## src/rtl/alu_seq.sv

```systemverilog
// alu_seq: handshaked ALU with an iterative restoring divider.
// Operands are transferred on IN_VALID & IN_READY; results and flags are
// registered and qualified by a one-cycle OUT_VALID pulse.
// Optional feature macro: ALU_ROT_EN (opcodes 14/15 become rotate right/left;
// without it they report ILLEGAL_OP).
//
//  state   | meaning
//  --------+-----------------------------------------------------------
//  ST_IDLE | ready for a new op; single-cycle ops complete from here
//  ST_DIV  | dividing; IN_VALID ignored until the quotient is complete
module alu_seq #(
    parameter int DATA_WIDTH = 8,
    parameter int FUN_WIDTH  = 4
) (
    input  logic                    CLK,
    input  logic                    RST,
    input  logic [DATA_WIDTH-1:0]   A,
    input  logic [DATA_WIDTH-1:0]   B,
    input  logic [FUN_WIDTH-1:0]    ALU_FUN,
    input  logic                    IN_VALID,
    output logic                    IN_READY,
    output logic [2*DATA_WIDTH-1:0] ALU_OUT,
    output logic                    OUT_VALID,
    output logic                    DIV_BY_ZERO,
    output logic                    ILLEGAL_OP
);

    localparam int RW = 2 * DATA_WIDTH;
    localparam int CW = $clog2(DATA_WIDTH + 1);

    localparam logic [FUN_WIDTH-1:0] OP_ADD  = FUN_WIDTH'(0);
    localparam logic [FUN_WIDTH-1:0] OP_SUB  = FUN_WIDTH'(1);
    localparam logic [FUN_WIDTH-1:0] OP_MUL  = FUN_WIDTH'(2);
    localparam logic [FUN_WIDTH-1:0] OP_DIV  = FUN_WIDTH'(3);
    localparam logic [FUN_WIDTH-1:0] OP_AND  = FUN_WIDTH'(4);
    localparam logic [FUN_WIDTH-1:0] OP_OR   = FUN_WIDTH'(5);
    localparam logic [FUN_WIDTH-1:0] OP_NAND = FUN_WIDTH'(6);
    localparam logic [FUN_WIDTH-1:0] OP_NOR  = FUN_WIDTH'(7);
    localparam logic [FUN_WIDTH-1:0] OP_XOR  = FUN_WIDTH'(8);
    localparam logic [FUN_WIDTH-1:0] OP_XNOR = FUN_WIDTH'(9);
    localparam logic [FUN_WIDTH-1:0] OP_EQ   = FUN_WIDTH'(10);
    localparam logic [FUN_WIDTH-1:0] OP_GT   = FUN_WIDTH'(11);
    localparam logic [FUN_WIDTH-1:0] OP_SHR  = FUN_WIDTH'(12);
    localparam logic [FUN_WIDTH-1:0] OP_SHL  = FUN_WIDTH'(13);
`ifdef ALU_ROT_EN
    localparam logic [FUN_WIDTH-1:0] OP_ROR  = FUN_WIDTH'(14);
    localparam logic [FUN_WIDTH-1:0] OP_ROL  = FUN_WIDTH'(15);
`endif

    typedef enum logic {ST_IDLE, ST_DIV} state_t;

    state_t                  state_q, state_d;
    logic [CW-1:0]           cnt_q, cnt_d;
    logic [DATA_WIDTH-1:0]   rem_q, rem_d;
    logic [DATA_WIDTH-1:0]   quo_q, quo_d;
    logic [DATA_WIDTH-1:0]   div_b_q, div_b_d;
    logic [RW-1:0]           alu_out_q, alu_out_d;
    logic                    out_valid_q, out_valid_d;
    logic                    dbz_q, dbz_d;
    logic                    ill_q, ill_d;

    logic [RW-1:0]           a_ext, b_ext;
    logic [RW-1:0]           op_res;
    logic                    op_ill;
    logic [DATA_WIDTH:0]     trial;
    logic [DATA_WIDTH-1:0]   rem_step, quo_step;
    logic                    start_div;

    assign a_ext     = {{DATA_WIDTH{1'b0}}, A};
    assign b_ext     = {{DATA_WIDTH{1'b0}}, B};
    assign start_div = (ALU_FUN == OP_DIV) && (B != '0);

    // Single-cycle result for the presented opcode; divide entry covers B==0 only.
    always_comb begin
        op_res = '0;
        op_ill = 1'b0;
        case (ALU_FUN)
            OP_ADD:  op_res = a_ext + b_ext;
            OP_SUB:  op_res = a_ext - b_ext;
            OP_MUL:  op_res = a_ext * b_ext;
            OP_DIV:  op_res = {A, {DATA_WIDTH{1'b1}}};
            OP_AND:  op_res = {{DATA_WIDTH{1'b0}}, A & B};
            OP_OR:   op_res = {{DATA_WIDTH{1'b0}}, A | B};
            OP_NAND: op_res = {{DATA_WIDTH{1'b0}}, ~(A & B)};
            OP_NOR:  op_res = {{DATA_WIDTH{1'b0}}, ~(A | B)};
            OP_XOR:  op_res = {{DATA_WIDTH{1'b0}}, A ^ B};
            OP_XNOR: op_res = {{DATA_WIDTH{1'b0}}, ~(A ^ B)};
            OP_EQ:   op_res = {{(RW-1){1'b0}}, (A == B)};
            OP_GT:   op_res = {{(RW-1){1'b0}}, (A > B)};
            OP_SHR:  op_res = {{DATA_WIDTH{1'b0}}, A >> 1};
            OP_SHL:  op_res = {{(DATA_WIDTH-1){1'b0}}, A, 1'b0};
`ifdef ALU_ROT_EN
            OP_ROR:  op_res = {{DATA_WIDTH{1'b0}}, A[0], A[DATA_WIDTH-1:1]};
            OP_ROL:  op_res = {{DATA_WIDTH{1'b0}}, A[DATA_WIDTH-2:0], A[DATA_WIDTH-1]};
`endif
            default: op_ill = 1'b1;
        endcase
    end

    // One restoring-division step: shift in the next dividend bit, subtract if it fits.
    always_comb begin
        trial    = {rem_q, quo_q[DATA_WIDTH-1]};
        rem_step = trial[DATA_WIDTH-1:0];
        quo_step = {quo_q[DATA_WIDTH-2:0], 1'b0};
        if (trial >= {1'b0, div_b_q}) begin
            rem_step = DATA_WIDTH'(trial - {1'b0, div_b_q});
            quo_step = {quo_q[DATA_WIDTH-2:0], 1'b1};
        end
    end

    // Next-state and datapath control. The DIV state spends DATA_WIDTH cycles
    // iterating and one more cycle (counter at zero) registering the result.
    always_comb begin
        state_d     = state_q;
        cnt_d       = cnt_q;
        rem_d       = rem_q;
        quo_d       = quo_q;
        div_b_d     = div_b_q;
        alu_out_d   = alu_out_q;
        out_valid_d = 1'b0;
        dbz_d       = 1'b0;
        ill_d       = 1'b0;
        case (state_q)
            ST_IDLE: begin
                if (IN_VALID) begin
                    if (start_div) begin
                        state_d = ST_DIV;
                        cnt_d   = CW'(DATA_WIDTH);
                        rem_d   = '0;
                        quo_d   = A;
                        div_b_d = B;
                    end else begin
                        alu_out_d   = op_res;
                        out_valid_d = 1'b1;
                        ill_d       = op_ill;
                        dbz_d       = (ALU_FUN == OP_DIV);
                    end
                end
            end
            ST_DIV: begin
                if (cnt_q != '0) begin
                    rem_d = rem_step;
                    quo_d = quo_step;
                    cnt_d = cnt_q - CW'(1);
                end else begin
                    alu_out_d   = {rem_q, quo_q};
                    out_valid_d = 1'b1;
                    state_d     = ST_IDLE;
                end
            end
            default: state_d = ST_IDLE;
        endcase
    end

    // State register; reset aborts any division in progress.
    always_ff @(posedge CLK or negedge RST) begin
        if (!RST) state_q <= ST_IDLE;
        else      state_q <= state_d;
    end

    // Datapath and output registers.
    always_ff @(posedge CLK or negedge RST) begin
        if (!RST) begin
            cnt_q       <= '0;
            rem_q       <= '0;
            quo_q       <= '0;
            div_b_q     <= '0;
            alu_out_q   <= '0;
            out_valid_q <= 1'b0;
            dbz_q       <= 1'b0;
            ill_q       <= 1'b0;
        end else begin
            cnt_q       <= cnt_d;
            rem_q       <= rem_d;
            quo_q       <= quo_d;
            div_b_q     <= div_b_d;
            alu_out_q   <= alu_out_d;
            out_valid_q <= out_valid_d;
            dbz_q       <= dbz_d;
            ill_q       <= ill_d;
        end
    end

    assign IN_READY    = (state_q == ST_IDLE);
    assign ALU_OUT     = alu_out_q;
    assign OUT_VALID   = out_valid_q;
    assign DIV_BY_ZERO = dbz_q;
    assign ILLEGAL_OP  = ill_q;

endmodule

```

## config.mk

```make
export PLATFORM = sky130hd
export DESIGN_NAME = alu_seq
export DESIGN_NICKNAME = d
export VERILOG_FILES = /design/src/rtl/alu_seq.sv
export SDC_FILE = /design/constraint.sdc
export NUM_CORES = 1
export LEC_CHECK = 0
export ABC_AREA = 1
export BUFFER_PORTS_ARGS = -buffer_cell sky130_fd_sc_hd__clkbuf_2
export CAP_MARGIN = 15
export CELL_PAD_IN_SITES_DETAIL_PLACEMENT = 1
export CELL_PAD_IN_SITES_GLOBAL_PLACEMENT = 1
export CORE_ASPECT_RATIO = 0.75
export CORE_MARGIN = 4
export CORE_UTILIZATION = 45
export CTS_CLUSTER_DIAMETER = 150
export DETAILED_ROUTE_END_ITERATION = 6
export GPL_TIMING_DRIVEN = 0
export PLACE_DENSITY = 0.92
export SLEW_MARGIN = 20
export SYNTH_ARGS = -nofsm -noshare
export SYNTH_HDL_FRONTEND = slang
export SYNTH_SLANG_ARGS = --single-unit
```

## constraint.sdc

```tcl
create_clock -name CLK -period 2.46 [get_ports CLK]
set_clock_uncertainty 0.05 [all_clocks]
set_input_delay 0.123 -clock CLK [delete_from_list [all_inputs] [get_ports CLK]]
set_output_delay 0.123 -clock CLK [all_outputs]
set_load 0.05 [all_outputs]
```

======== Yosys cells after proc, flatten, opt, wreduce, memory -nomap -nowiden ========
Cells that the tools add are included.
word-level totals
  word-level logic and storage cells ...... 84
  bits in registers ....................... 48
  output and inout port bits .............. 20
  input bits .............................. 23
operators by class
  add/subtract/negate cells ............... 4
  magnitude comparators ................... 2
  reductions and logical operators ........ 8
  bitwise logic cells ..................... 7
  equal/unequal tests ..................... 19
  $mul .................................... 1
  muxes and demuxes ....................... 34
operators by type and width
  operator                                                               number
  16-bit case mux with 14 select lines                                   1
  8-bit 2-to-1 mux                                                       7
  16-bit 2-to-1 mux                                                      3
  16-bit case mux with 2 select lines                                    1
  8-bit case mux with 2 select lines                                     2
  4-bit equality test, second input constant                             6
  8-bit inverter                                                         3
  4-bit by 3-bit equality test with 1-bit output, second input constant  4
  8-bit by 8-bit multiplier with 16-bit output                           1
  1-bit 2-to-1 mux                                                       14
  14-bit OR reduction                                                    1
  4-bit 2-to-1 mux                                                       3
  8-bit by 8-bit adder with 9-bit output                                 1
  9-bit by 8-bit >= comparator with 1-bit output                         1
  3-bit AND reduction                                                    3
  8-bit by 8-bit subtractor with 9-bit output                            1
  8-bit bitwise AND                                                      1
  4-bit by 2-bit equality test with 1-bit output, second input constant  2
  8-bit equality test                                                    1
  8-bit greater-than comparator                                          1
  8-bit OR                                                               1
  4-bit case mux with 2 select lines                                     1
  8-bit nonzero test                                                     1
  8-bit subtractor                                                       1
  other kinds (10)                                                       14

======== Depth between registers and ports, before layout ========
  word-level depth ........................ 6
  mapped depth ............................ 23
  depth with buffers taken out ............ 22

======== Worst setup path after synthesis ========
OpenSTA, ideal clock, no wires.
  kind .................................... input port to flip-flop
  from .................................... input port A[0]
  to ...................................... register alu_out_q[13] (netlist: ALU_OUT[13])
  path buffers ............................ 1
  slack ................................... -1383 ps
  arrival time ............................ 3716 ps
  stages .................................. 21
  setup time .............................. 77 ps
  required time ........................... 2333 ps
  cell sequence ........................... clkbuf_1 > nand2_1 > fa_1 > fa_1 > inv_1 > fa_1 > inv_1 > fa_1 > inv_1 > ha_1 > nand2_1 > inv_1 > nand2_1 > nand2_1 > nand2_1 > nand3_1 > nand2_1 > nand3_1 > nand2_1 > nand2_1 > a21oi_1
between the ends
  word-level cells in the longest chain between the ends .. 5
  elaborated cells between the ends (all ways) .. 6
  classes of those cells .................. 1 x add/sub; 1 x mul; 4 x mux
ends and longest elaborated chain
  what                                                                                                         RTL line  source
  start, declared                                                                                              17        input logic [DATA_WIDTH-1:0] A,
  8-bit by 8-bit multiplier with 16-bit output or 8-bit by 8-bit subtractor with 9-bit output (tied branches)  80, 79
  16-bit case mux with 14 select lines (*)                                                                     77        case (ALU_FUN)
  16-bit 2-to-1 mux (*)                                                                                        126       if (start_div) begin
  16-bit 2-to-1 mux (*)                                                                                        125       if (IN_VALID) begin
  16-bit case mux with 2 select lines (*)                                                                      123       case (state_q)
  end signal, assigned                                                                                         177       alu_out_q <= alu_out_d;
  end, declared                                                                                                57        logic [RW-1:0] alu_out_q, alu_out_d;
Mark *: on every way between the ends. The rest lies on a longest branch, timed or not. The select of a mux whose other input is x is not followed.
A chain may end at the register's enable or synchronous reset.

======== Final worst setup path ========
  from .................................... input port A[2]
  to ...................................... register alu_out_q[11] (netlist: ALU_OUT[11])
Same word-level chain as after synthesis.

==> results summary <==
The async set-reset flop share out of synthesis is 1.00. Setup repair after global routing could not meet its margin everywhere. At the worst endpoint, the arrival time is roughly 4 ns. The critical path in this run is classified as input pin to flip-flop. The synthesized netlist net count is 1153. The top fanout value on the critical path came out at 6. The checks that failed: negative setup slack. The critical path startpoint category is an input pin.

The post-route DRC violation count is 0. The global routing usage on met3 is 0.0649. The total setup violations reported at the end of the flow is 13. The area of the multi-input gates is slightly below 5000 um^2. The pin count of the biggest net entering global routing is between 40 and 50. The number of global-route vias before repair came out at between 7000 and 8000.

The initial antenna violation count is 0. Registers take 1200 um^2. The later pin in the worst-skew pair is clocked with a latency of approximately 0.30 ns. The H-tree was split into 2 levels.

The hold violation total from the final report came out at 0. The total iterations of the first detailed-routing run is 6. The maximum clock path buffer count came out at 2. The clock buffer count from CTS is 5. CTS placed an instance of sky130_fd_sc_hd__clkbuf_16 at the clock tree root. In the finished design, the share of the clock period the worst path needs comes to 1.56. Detailed placement ended at an HPWL of 19.6 mm. The post-synthesis area per instance is 6.47 um^2.

In this design, the largest share of critical-path delay is due to adder cells. In this run the remaining antenna-violating nets after routing total 0. Across all layers, the routed design uses 7734 vias.

The number of vias per cell after detailed routing is slightly below 6. In this run the tightest slew margin relative to its limit is 0.418. The post-synthesis instance area came out at 6610 um^2. The wire length of the first global-routing pass is 41.8 mm. The last weighted congestion value of the routability-driven placer is 0.978. The setup TNS is -15.34 ns.

The count of synthesis-stage warnings from yosys came out at 0. The worst setup path is captured at a flip-flop. The minimum setup slack in the final design came out at -1.38 ns.

The final number of max-transition violations came out at 0. Counting flops with a built-in enable in the synthesized netlist gives 0. The final routed wire length divided by cell count is 23.3 um.

The die is ~150 um wide. The sum of routed wire length over all layers came out at 30.5 mm. The core area is 14400 um^2.

The largest single stage delay on the critical path is 0.59 ns. The TritonCTS clock tree is yes. The largest individual stage delay along the critical path comes from the cell sky130_fd_sc_hd__fa_1.

The boundary pin count came out at 43. For this design the static power due to leakage is 4.58 nW. The final standard cell area without fillers came out at roughly 8400 um^2.

The flow ran to the end, but the final reports show violations. Static timing analysis puts the maximum clock frequency at 261 MHz. The post-route minimum period is roughly 3.8 ns. The synthesized netlist cell count is 1021.

The number of cell rows came out at 38. Counting stages on the worst path, the most repeated cell is sky130_fd_sc_hd__inv_2. The number of max-cap violations is 0. The layout overhead on the synthesized area came out at 26.5%. The die area is 16700 um^2. The share of the Yosys chip area taken by registers is 0.182.

The largest voltage drop on the vdd net came out at 0.558 mV. In this run, synthesis produced a sequential element count of 48. In this run the worst hold path is classified as input pin to flip-flop. Walking the worst path, the cells encountered are buf_8 -> clkbuf_16 -> nand2_1 -> inv_2 -> fa_1 -> fa_1 -> fa_1 -> inv_2 -> fa_1 -> inv_2 -> ha_4 -> nand2_4 -> inv_2 -> nand2_2 -> nand2_2 -> inv_2 -> nand3b_1 -> nand3_2 -> nand3_2 -> nand2_2 -> a21oi_2. The number of distinct library cells after synthesis is 40.

Counting both buffers and inverters, the worst setup path holds a total of 7. The number of filler instances in the final layout is 1898. Buffers placed on the I/O ports in this run total 42.

The endpoint required time on the critical path came out at 2.64 ns. For this design the ratio of total power to cell area is 1050 nW/um^2. After clock tree synthesis, the clock-pin slew on the worst setup and hold paths is 0.07 ns. The global-route total usage across every layer is 0.315. The floorplan die height came out at 113 um. The dominant synthesized flop cell is sky130_fd_sc_hd__dfrtp_1. The number of antenna diodes in the final layout is 0.

The layer flagged by global routing as most heavily used is met2. The net total in the final layout is 1240. After detailed placement, the total cell area comes to between 7000 and 8000 um^2. The first routing iteration left 739 violations. The measured slew at the worst slew-check pin is 0.870 ns.

The total grt overflow came out at 0. The initial cell density of the core came out at 0.458. Of the cells placed in the final design, the portion with a size suffix greater than 1 is 0.247. For this run, the share of the core covered by cells in the final layout is 0.580.

For met1 alone, demand over resource in global routing was 0.427. In the global route stage, met2 resource usage came out at 0.524. The sink count of the clock tree is 48.
synthesized netlist by cell type (15+ instances only):
master                     number  area [um^2]
sky130_fd_sc_hd__nand2_1      300         1130
sky130_fd_sc_hd__inv_1        185          694
sky130_fd_sc_hd__nor2_1        86          323
sky130_fd_sc_hd__ha_1          70          876
sky130_fd_sc_hd__nand3_1       65          325
sky130_fd_sc_hd__a21oi_1       56          280
sky130_fd_sc_hd__dfrtp_1       48         1200
sky130_fd_sc_hd__fa_1          39          781
sky130_fd_sc_hd__o21ai_0       26          130
sky130_fd_sc_hd__o21ai_1       19         95.1
sky130_fd_sc_hd__nand4_1       18          113
sky130_fd_sc_hd__inv_2         17         63.8
sky130_fd_sc_hd__buf_2         15         75.1
sky130_fd_sc_hd__clkbuf_1      15         56.3
cell usage in the layout (no fill, tap or decap), types with 4 or more instances in the layout:
cell	n
sky130_fd_sc_hd__o21ai_1	19
sky130_fd_sc_hd__nand2_1	251
sky130_fd_sc_hd__nand4_1	18
sky130_fd_sc_hd__xor2_1	5
sky130_fd_sc_hd__inv_2	47
sky130_fd_sc_hd__ha_4	9
sky130_fd_sc_hd__xnor2_1	4
sky130_fd_sc_hd__ha_1	58
sky130_fd_sc_hd__nor2_1	77
sky130_fd_sc_hd__buf_4	42
sky130_fd_sc_hd__a21oi_2	9
sky130_fd_sc_hd__nand3b_1	7
sky130_fd_sc_hd__inv_1	154
sky130_fd_sc_hd__dfrtp_1	48
sky130_fd_sc_hd__buf_2	10
sky130_fd_sc_hd__clkbuf_1	7
sky130_fd_sc_hd__a21oi_1	46
sky130_fd_sc_hd__nand2_2	38
sky130_fd_sc_hd__nand3_1	53
sky130_fd_sc_hd__fa_2	4
sky130_fd_sc_hd__buf_6	5
sky130_fd_sc_hd__nor2_4	7
sky130_fd_sc_hd__o22ai_1	7
sky130_fd_sc_hd__fa_1	35
sky130_fd_sc_hd__nand2_4	15
sky130_fd_sc_hd__o21ai_0	24
sky130_fd_sc_hd__clkbuf_2	31
sky130_fd_sc_hd__nand3_2	13
sky130_fd_sc_hd__clkbuf_16	15
sky130_fd_sc_hd__nor2_2	5
state kept, by name (all words and copies together), names as in the netlist:
signal and cells:
OUT_VALID 1, rem_q 8, cnt_q 4, quo_q 8, ILLEGAL_OP 1, div_b_q 8, ALU_OUT 16, state_q 1
DIV_BY_ZERO 1
stage by stage:
| step | power (mW) | hold WS (ns) | worst slack [ns] | cells |
|---|---|---|---|---|
| 2_1_floorplan | 5.14 | -0.223 | -1.00 | 1021 |
| 3_3_place_gp | 6.26 | 0.347 | -1.63 | 1263 |
| 3_5_place_dp | 6.54 | 0.185 | -1.68 | 1263 |
| 4_1_cts | 7.71 | 0.0475 | -1.16 | 1289 |
| 5_1_grt | 9.26 | 0.0591 | -1.44 | 1309 |
| 6_report | 8.74 | 0.0348 | -1.38 | 1309 |
power breakdown:
part | switching, mW | total [mW] | internal, mW
Sequential | 0.315 | 1.47 | 1.16
Combinational | 4.21 | 6.45 | 2.24
Clock | 0.331 | 0.811 | 0.480
Total | 4.86 | 8.74 | 3.88
repair_timing:
action | 4_1_cts | 5_1_grt
buffers inserted | 17 | 20
setup endpoints to repair | 13 | 17
hold endpoints to repair | 48 | 0
gates resized for setup | 71 | 66
hold buffers | 1 | 0
pin swaps | 46 | 37
final timing paths:
kind	cells after the start	slack, ns	start	to
max	21	-1.38	A[2]	ALU_OUT[11]
min	3	0.03	IN_VALID	ILLEGAL_OP
max reg2reg	10	0.05	div_b_q[4]	rem_q[0]
min reg2reg	1	0.44	cnt_q[3]	cnt_q[3]
max in group asynchronous	2	1.50	RST	state_q
min in group asynchronous	2	0.38	RST	rem_q[3]
kinds of logic after synthesis:
logic type / Yosys count / share of synthesized area
compound gates: 122 / 0.100
simple gates: 495 / 0.314
xor+xnor: 9 / 0.0119
buf+inv: 238 / 0.141
fa+ha+maj: 109 / 0.251
flops: 48 / 0.182
layer usage:
metal | vias up | wire length, um
met5 | - | 0
met4 | 0 | 1520
met3 | 143 | 2710
met2 | 440 | 13900
met1 | 3811 | 12300
li1 | 3340 | -
final cells by class:
class	count	share of cell area
well taps	200	0.0300
repair buffers	80	0.0735
clock buffers	6	0.0154
clock inverters	2	0.00419
flip-flops and latches	48	0.144
inverters	203	0.0918
multi-input cells	735	0.595
plain buffers	35	0.0458
worst register-to-register path, cell delays in order, from the launching register on:
cell and delay [ns]:
sky130_fd_sc_hd__dfrtp_1 0.39, sky130_fd_sc_hd__inv_1 0.10, sky130_fd_sc_hd__ha_1 0.41, sky130_fd_sc_hd__a21oi_1 0.12, sky130_fd_sc_hd__o211ai_1 0.36, sky130_fd_sc_hd__nand2_2 0.18, sky130_fd_sc_hd__nand2_2 0.16, sky130_fd_sc_hd__buf_4 0.23
sky130_fd_sc_hd__nand2_1 0.10, sky130_fd_sc_hd__nand3_1 0.08, sky130_fd_sc_hd__o21ai_0 0.10
Note: power is estimated with default switching activity, not from simulation.
